<file path="src/rtl/dmem_arbiter.sv">
// Two-port data-memory arbiter: a processor port and a debug/loader port share one dmem port.
// Each access takes an ACCESS cycle followed by a DONE (ack) cycle.
module dmem_arbiter #(
  parameter bit RESET_PRIO = 1'b0
) (
  input  logic        clock_i,
  input  logic        reset_ni,
  input  logic        p_req_i,
  input  logic [0:31] p_addr_i,
  input  logic [0:31] p_wdata_i,
  input  logic        p_we_i,
  input  logic        p_byte_i,
  input  logic        p_half_i,
  input  logic        p_sext_i,
  output logic        p_ack_o,
  output logic        p_err_o,
  output logic [0:31] p_rdata_o,
  input  logic        d_req_i,
  input  logic [0:31] d_addr_i,
  input  logic [0:31] d_wdata_i,
  input  logic        d_we_i,
  input  logic        d_byte_i,
  input  logic        d_half_i,
  input  logic        d_sext_i,
  output logic        d_ack_o,
  output logic        d_err_o,
  output logic [0:31] d_rdata_o,
  output logic [0:31] addr_to_mem_o,
  output logic        write_enable_to_mem_o,
  output logic        byte_to_mem_o,
  output logic        half_word_to_mem_o,
  output logic        sign_extend_to_mem_o,
  output logic [0:31] data_to_mem_o,
  input  logic [0:31] data_from_mem_i
);

  typedef enum logic [1:0] {StIdle, StAccess, StDone} state_e;

  state_e      state_q, state_d;
  // Owner of the in-flight access and the round-robin pointer (0 = p, 1 = d).
  logic        grant_q, grant_d;
  logic [0:31] addr_q, addr_d, wdata_q, wdata_d;
  logic        we_q, we_d, byte_q, byte_d, half_q, half_d, sext_q, sext_d;
  logic        err_q, err_d;
  logic [0:31] p_rdata_q, p_rdata_d, d_rdata_q, d_rdata_d;
  logic        grant_valid, grant_sel, misaligned;
  logic [0:31] load_data;

  always_ff @(posedge clock_i or negedge reset_ni) begin
    if (!reset_ni) begin
      state_q <= StIdle;
    end else begin
      state_q <= state_d;
    end
  end

  always_comb begin
    grant_valid = 1'b0;
    grant_sel   = 1'b0;
    case (state_q)
      StIdle: begin
        if (p_req_i && d_req_i) begin
          grant_valid = 1'b1;
          grant_sel   = ~grant_q;
        end else if (p_req_i || d_req_i) begin
          grant_valid = 1'b1;
          grant_sel   = d_req_i;
        end
      end
      // The acked requester is ignored; only the other side may be granted back-to-back.
      StDone: begin
        grant_sel   = ~grant_q;
        grant_valid = grant_q ? p_req_i : d_req_i;
      end
      default: ;
    endcase
  end

  always_comb begin
    state_d = state_q;
    case (state_q)
      StIdle, StDone: state_d = grant_valid ? StAccess : StIdle;
      StAccess:       state_d = StDone;
      default:        state_d = StIdle;
    endcase
  end

  assign misaligned = !byte_q && (half_q ? addr_q[31] : (addr_q[30:31] != 2'b00));
  assign load_data  = (we_q && misaligned) ? '0 : data_from_mem_i;

  always_comb begin
    grant_d   = grant_q;
    addr_d    = addr_q;
    wdata_d   = wdata_q;
    we_d      = we_q;
    byte_d    = byte_q;
    half_d    = half_q;
    sext_d    = sext_q;
    err_d     = err_q;
    p_rdata_d = p_rdata_q;
    d_rdata_d = d_rdata_q;
    if (grant_valid) begin
      grant_d = grant_sel;
      addr_d  = grant_sel ? d_addr_i  : p_addr_i;
      wdata_d = grant_sel ? d_wdata_i : p_wdata_i;
      we_d    = grant_sel ? d_we_i    : p_we_i;
      byte_d  = grant_sel ? d_byte_i  : p_byte_i;
      half_d  = grant_sel ? d_half_i  : p_half_i;
      sext_d  = grant_sel ? d_sext_i  : p_sext_i;
    end
    if (state_q == StAccess) begin
      err_d = misaligned;
      if (grant_q) d_rdata_d = load_data;
      else         p_rdata_d = load_data;
    end
  end

  always_ff @(posedge clock_i or negedge reset_ni) begin
    if (!reset_ni) begin
      grant_q   <= ~RESET_PRIO;
      addr_q    <= '0;
      wdata_q   <= '0;
      we_q      <= 1'b0;
      byte_q    <= 1'b0;
      half_q    <= 1'b0;
      sext_q    <= 1'b0;
      err_q     <= 1'b0;
      p_rdata_q <= '0;
      d_rdata_q <= '0;
    end else begin
      grant_q   <= grant_d;
      addr_q    <= addr_d;
      wdata_q   <= wdata_d;
      we_q      <= we_d;
      byte_q    <= byte_d;
      half_q    <= half_d;
      sext_q    <= sext_d;
      err_q     <= err_d;
      p_rdata_q <= p_rdata_d;
      d_rdata_q <= d_rdata_d;
    end
  end

  // Mem port is driven purely from state, so reset drops write enable asynchronously.
  always_comb begin
    p_ack_o               = (state_q == StDone) && !grant_q;
    d_ack_o               = (state_q == StDone) && grant_q;
    p_err_o               = p_ack_o && err_q;
    d_err_o               = d_ack_o && err_q;
    p_rdata_o             = p_rdata_q;
    d_rdata_o             = d_rdata_q;
    addr_to_mem_o         = '0;
    write_enable_to_mem_o = 1'b0;
    byte_to_mem_o         = 1'b0;
    half_word_to_mem_o    = 1'b0;
    sign_extend_to_mem_o  = 1'b0;
    data_to_mem_o         = '0;
    if (state_q == StAccess) begin
      addr_to_mem_o         = addr_q;
      write_enable_to_mem_o = we_q && !misaligned;
      byte_to_mem_o         = byte_q;
      half_word_to_mem_o    = half_q;
      sign_extend_to_mem_o  = sext_q;
      data_to_mem_o         = wdata_q;
    end
  end

endmodule

</file>
<file path="config.mk">
export PLATFORM = sky130hd
export DESIGN_NAME = dmem_arbiter
export DESIGN_NICKNAME = d
export VERILOG_FILES = /design/src/rtl/dmem_arbiter.sv
export SDC_FILE = /design/constraint.sdc
export NUM_CORES = 1
export LEC_CHECK = 0
export ABC_AREA = 1
export CORE_MARGIN = 1.5
export CORE_UTILIZATION = 50
export CTS_CLUSTER_SIZE = 30
export DETAILED_ROUTE_END_ITERATION = 10
export DONT_BUFFER_PORTS = 1
export GPL_TIMING_DRIVEN = 0
export PLACE_DENSITY_LB_ADDON = 0.2
export SLEW_MARGIN = 25
export SYNTH_ARGS = -nofsm -noshare
export SYNTH_HDL_FRONTEND = slang
export SYNTH_SLANG_ARGS = --single-unit
</file>
<file path="constraint.sdc">
create_clock -name clock_i -period 1.4 [get_ports clock_i]
set_input_delay 0 -clock clock_i [delete_from_list [all_inputs] [get_ports clock_i]]
set_output_delay 0 -clock clock_i [all_outputs]
set_load 0.005 [all_outputs]
</file>
# Yosys cells after proc, flatten, opt, wreduce, memory -nomap -nowiden
# Cells that the tools add are included.
# Widths: inputs -> output; s select.
[totals]
input_bits = 172
output_inout_bits = 136
reg_bits = 136
[classes]
eq_ne = 2
n_reduce_logical = 17
n_mux = 23
bitwise_logic = 1
[op_table]
columns = ["operator", "count"]
rows = [
  ["$mux 32", 5],
  ["$mux 1", 15],
  ["$logic_and 1x1->1", 8],
  ["$pmux 1 s2", 2],
  ["$pmux 2 s2", 1],
  ["$reduce_and 2->1", 2],
  ["$logic_not 1->1", 3],
  ["$eq 2x1->1 const B", 1],
  ["$eq 2x2->1 const B", 1],
  ["$logic_not 2->1", 1],
  ["$reduce_bool 2->1", 1],
  ["$reduce_or 2->1", 1],
  ["$logic_or 1x1->1", 1],
  ["$not 1->1", 1],
]

# Longest topological paths before layout
[logic_depth]
depth_word = 6
ltp_mapped = 10
depth_no_buf = 8

# Worst setup path before layout
# OpenSTA, ideal clock, no wires.
[synth_timing]
kind = "flip-flop to flip-flop"
startpoint = "reg grant_q"
endpoint = "reg wdata_q[20] in the netlist's numbering"
path_stages_with_launch = 10
t_arrival_ns = 1.300
path_slack_ns = -0.017
synth_period_minus_slack_ns = 1.417
path_buffers = 2
cell_sequence = "dfstp_2 > nand2_1 > nand2_1 > nand2_1 > nand2_2 > inv_2 > buf_4 > buf_4 > nand2_1 > nand2_1"
[synth_between]
elab_chain_cells = 4
word_cells_on_any_way = 6
[synth_rtl]
columns = ["element", "line", "rtl"]
rows = [
  ["from (decl)", "41", "logic grant_q, grant_d;"],
  ["from (signal assigned)", "120", "grant_q <= ~RESET_PRIO;"],
  ["from (signal assigned)", "131", "grant_q <= grant_d;"],
  ["$not 1->1 (no source line)", "n/a", ""],
  ["$mux 1", "62", "if (p_req_i && d_req_i) begin"],
  ["$pmux 1 s2", "60", "case (state_q)"],
  ["$mux 32", "105", "wdata_d = grant_sel ? d_wdata_i : p_wdata_i;"],
  ["to (signal assigned)", "133", "wdata_q <= wdata_d;"],
  ["to (decl)", "42", "logic [0:31] addr_q, addr_d, wdata_q, wdata_d;"],
]
# Parallel ways exist; a longest one is shown, timed or not.
# A chain may end at the register's enable or synchronous reset.

# Worst setup path after layout
[layout_timing]
startpoint = "reg grant_q"
endpoint = "reg wdata_q[12] in the netlist's numbering"
# The elaborated chain is that of the path after synthesis.

==> run metrics <==
worst hold path class=in -> async; DRC viols=0; area of the mapped netlist=approximately 6800 sq um; Finished Cell Area=10800 sq um; register area share after synthesis=about half; transition time of the tightest slew-check pin=about 0.32 ns; initial antenna violation count=1; total wirelength of the detailed-routed design=roughly 27000 microns; Mapped Nets=around 1100; most common library cells after synthesis=sky130_fd_sc_hd__nand2_1 (477), sky130_fd_sc_hd__dfrtp_1 (135), sky130_fd_sc_hd__nand3_1 (132), sky130_fd_sc_hd__inv_1 (73), sky130_fd_sc_hd__nor2_1 (70); total negative setup slack=-13.66 ns; WL met2=between 10000 and 15000 microns; largest net degree at the start of global routing=approximately 140; share of async-settable or async-resettable flops after synthesis=between 90% and 100%; DRT met1 WL=9900 microns; I/O pin total=a little over 300; latest clock arrival within the worst-skew pair=around 0.43 ns; Sink Count=roughly 140; sum of overflow across all layers after global routing=0; post-route minimum period=1.66 ns; crit path DAT=1.98 ns; top layer in use=met4; Syn. warnings=0; area growth from synthesis to final layout=59.1%; RSZ-0062 raised after global routing=true; initial drt markers=just over 700; die width=around 120 microns; Initial DRT Pass Iterations=8; register bit total from synthesis=~140; Setup crit start kind=flip-flop; Most used DFF post-synth=sky130_fd_sc_hd__dfrtp_1; Crit Path Category=reg -> reg; layout cell share with drive strength beyond 1=23.4%; height of the chip=119 microns; violations in the final reports=negative hold slack, negative setup slack; wire length per cell=a little under 20 microns; setup slack of the critical path after layout=-0.259 ns; non-filler cells in the finished layout=around 1400; TritonCTS clock tree=built; largest clock skew in the final design=approximately 0.010 ns; Clock Tree Buf Depth=2; area share of the largest cell type after synthesis=around half; capturing element type of the critical path=flip-flop; GP Congestion=0.841; top post-synthesis cells by area=sky130_fd_sc_hd__dfrtp_1 (50%), sky130_fd_sc_hd__nand2_1 (26%), sky130_fd_sc_hd__nand3_1 (9.8%); final count of hold timing violations=around 140; Peak supply drop=roughly 1.5 mV; Reg2Reg Depth=8; first-pass GRT wire length=between 30000 and 40000 microns; number of slew-limit violations in the final report=0; power per unit of standard cell area=around 2400 nW/um^2; number of levels in the clock H-tree=4; number of buffers inserted by hold repair at cts=about 170; final setup violation count=183; number of buffers inserted by port buffering=0; post-detailed-route via-to-cell ratio=between 5 and 6; status=finished, violations left; WP data required=around 1.7 ns; number of violations of the max-capacitance limit=0; count of vias placed by the detailed router=7669; overall die area=around 14000 sq um; GRT Util Overall=about a third; average cell area after synthesis=around 7 sq um; via count of the first global-routing pass=7502; area after detailed placement=roughly 7000 sq um; cell count after synthesis=964; Starting Density=51.0%; worst max-slew margin expressed relative to the limit=between 70 and 80%; number of placement rows=42; antenna-violating nets left=0; total leakage power=between 5 and 6 nW; CORE AREA=between 10000 and 15000 sq um; clock root buffer=sky130_fd_sc_hd__clkbuf_16; detailed-routed wire length on met3=2310 microns; CP Max Fanout=10; total design power=~26 mW; post-synth cell types=20; placed cell count=1140; estimated wirelength of the detail-placed design=roughly 14000 microns; number of enable flip-flop cells after synthesis=0; TritonCTS Buffers=17; CTS clock-pin slew for the worst setup and hold paths=0.07 ns; top-count cell post-synth=sky130_fd_sc_hd__nand2_1; Hold Slack=-0.743 ns; Fmax achieved=603 MHz; Final Net Count=1362; Tcrit/Tclk final=118%; cell accounting for the most synthesized area=sky130_fd_sc_hd__dfrtp_1
sequential cells by signal (all words and copies together) (netlist names):
signal and count:
we_q 1, byte_q 1, p_rdata_o 32, sext_q 1, err_q 1, wdata_q 32
d_rdata_o 32, half_q 1, state_q 2, addr_q 32, grant_q 1
critical path, stage by stage, from the launching register on:
cell and delay [ns]:
sky130_fd_sc_hd__dfstp_2 0.58, sky130_fd_sc_hd__nand2_2 0.09, sky130_fd_sc_hd__nand3_4 0.19, sky130_fd_sc_hd__nand2_8 0.12, sky130_fd_sc_hd__buf_4 0.20, sky130_fd_sc_hd__nand2_1 0.14, sky130_fd_sc_hd__nand2_1 0.10, sky130_fd_sc_hd__nand2_1 0.08
sky130_fd_sc_hd__nand2_1 0.06
per-layer routing:
metal | vias up | global-route usage (%)
met2 | 536 | 57.3
met4 | 0 | 19.6
met3 | 118 | 9.20
met5 | - | 0
li1 | 3404 | -
met1 | 3611 | 41.8
layout by cell type (no fill, tap or decap), types with 5 or more instances in the layout:
cell                            count
sky130_fd_sc_hd__nand2_1          430
sky130_fd_sc_hd__buf_6             29
sky130_fd_sc_hd__buf_8              9
sky130_fd_sc_hd__clkbuf_8           6
sky130_fd_sc_hd__clkbuf_4           5
sky130_fd_sc_hd__clkbuf_16         22
sky130_fd_sc_hd__nor2_4            25
sky130_fd_sc_hd__dfrtp_1          133
sky130_fd_sc_hd__buf_2              8
sky130_fd_sc_hd__nand2_2           45
sky130_fd_sc_hd__nand3_2           19
sky130_fd_sc_hd__nor2_1             7
sky130_fd_sc_hd__inv_6              8
sky130_fd_sc_hd__nor2_2            41
sky130_fd_sc_hd__inv_1             69
sky130_fd_sc_hd__buf_12             7
sky130_fd_sc_hd__dlygate4sd3_1    169
sky130_fd_sc_hd__nand3_1          112
sky130_fd_sc_hd__buf_4             25
stage by stage:
stage	hold slack, ns	util (%)	setup slack (ns)
CTS	-0.748	77.6	-0.141
global placement	-0.292	52.7	-0.474
finish	-0.743	81.2	-0.259
global route	-0.755	81.2	-0.309
detailed placement	-0.292	52.7	-0.453
floorplan	-0.296	-	0.0117
layout make-up:
cell class                 instances  area, sq um
sequential                       136         3410
fill                             768         2490
antenna                            1         2.50
tap                              176          220
multi-input combinational        695         3440
buffer                            59          663
timing repair buffer             205         2130
clock buffer                      17          425
clock inverter                    15          156
inverter                          76          308
logic make-up (layout without fill, tap and decap cells):
kind of cell | Yosys count | in the layout | share of synthesized area [%]
AO/OA/AOI/OAI | 4 | 4 | 0.296
buffers and inverters | 136 | 372 | 8.29
flip-flops | 136 | 136 | 50.4
other | 0 | 1 | 0
AND/OR/NAND/NOR | 688 | 691 | 41.0
timing repair:
item	4_1_cts	5_1_grt
setup endpoints to repair	206	203
buffers inserted	16	9
endpoints found under the hold margin	269	136
gates cloned	8	6
gates resized for setup	262	104
pin swaps	40	20
power breakdown:
group / internal [mW] / switching (mW)
Clock: 2.52 / 1.96
Combinational: 5.76 / 8.38
Sequential: 5.91 / 1.50
Total: 14.2 / 11.8
path summary, 6_finish.rpt:
check | from | end | slack, ns
setup reg to reg | grant_q | wdata_q[12] | -0.26
max in group asynchronous | reset_ni | grant_q | 1.82
setup / recovery | grant_q | wdata_q[12] | -0.26
hold / removal | reset_ni | wdata_q[22] | -0.74
min in group clock_i | d_req_i | grant_q | 0.03
hold reg to reg | wdata_q[27] | wdata_q[27] | 0.48
Power figures use the tool's default switching activity.
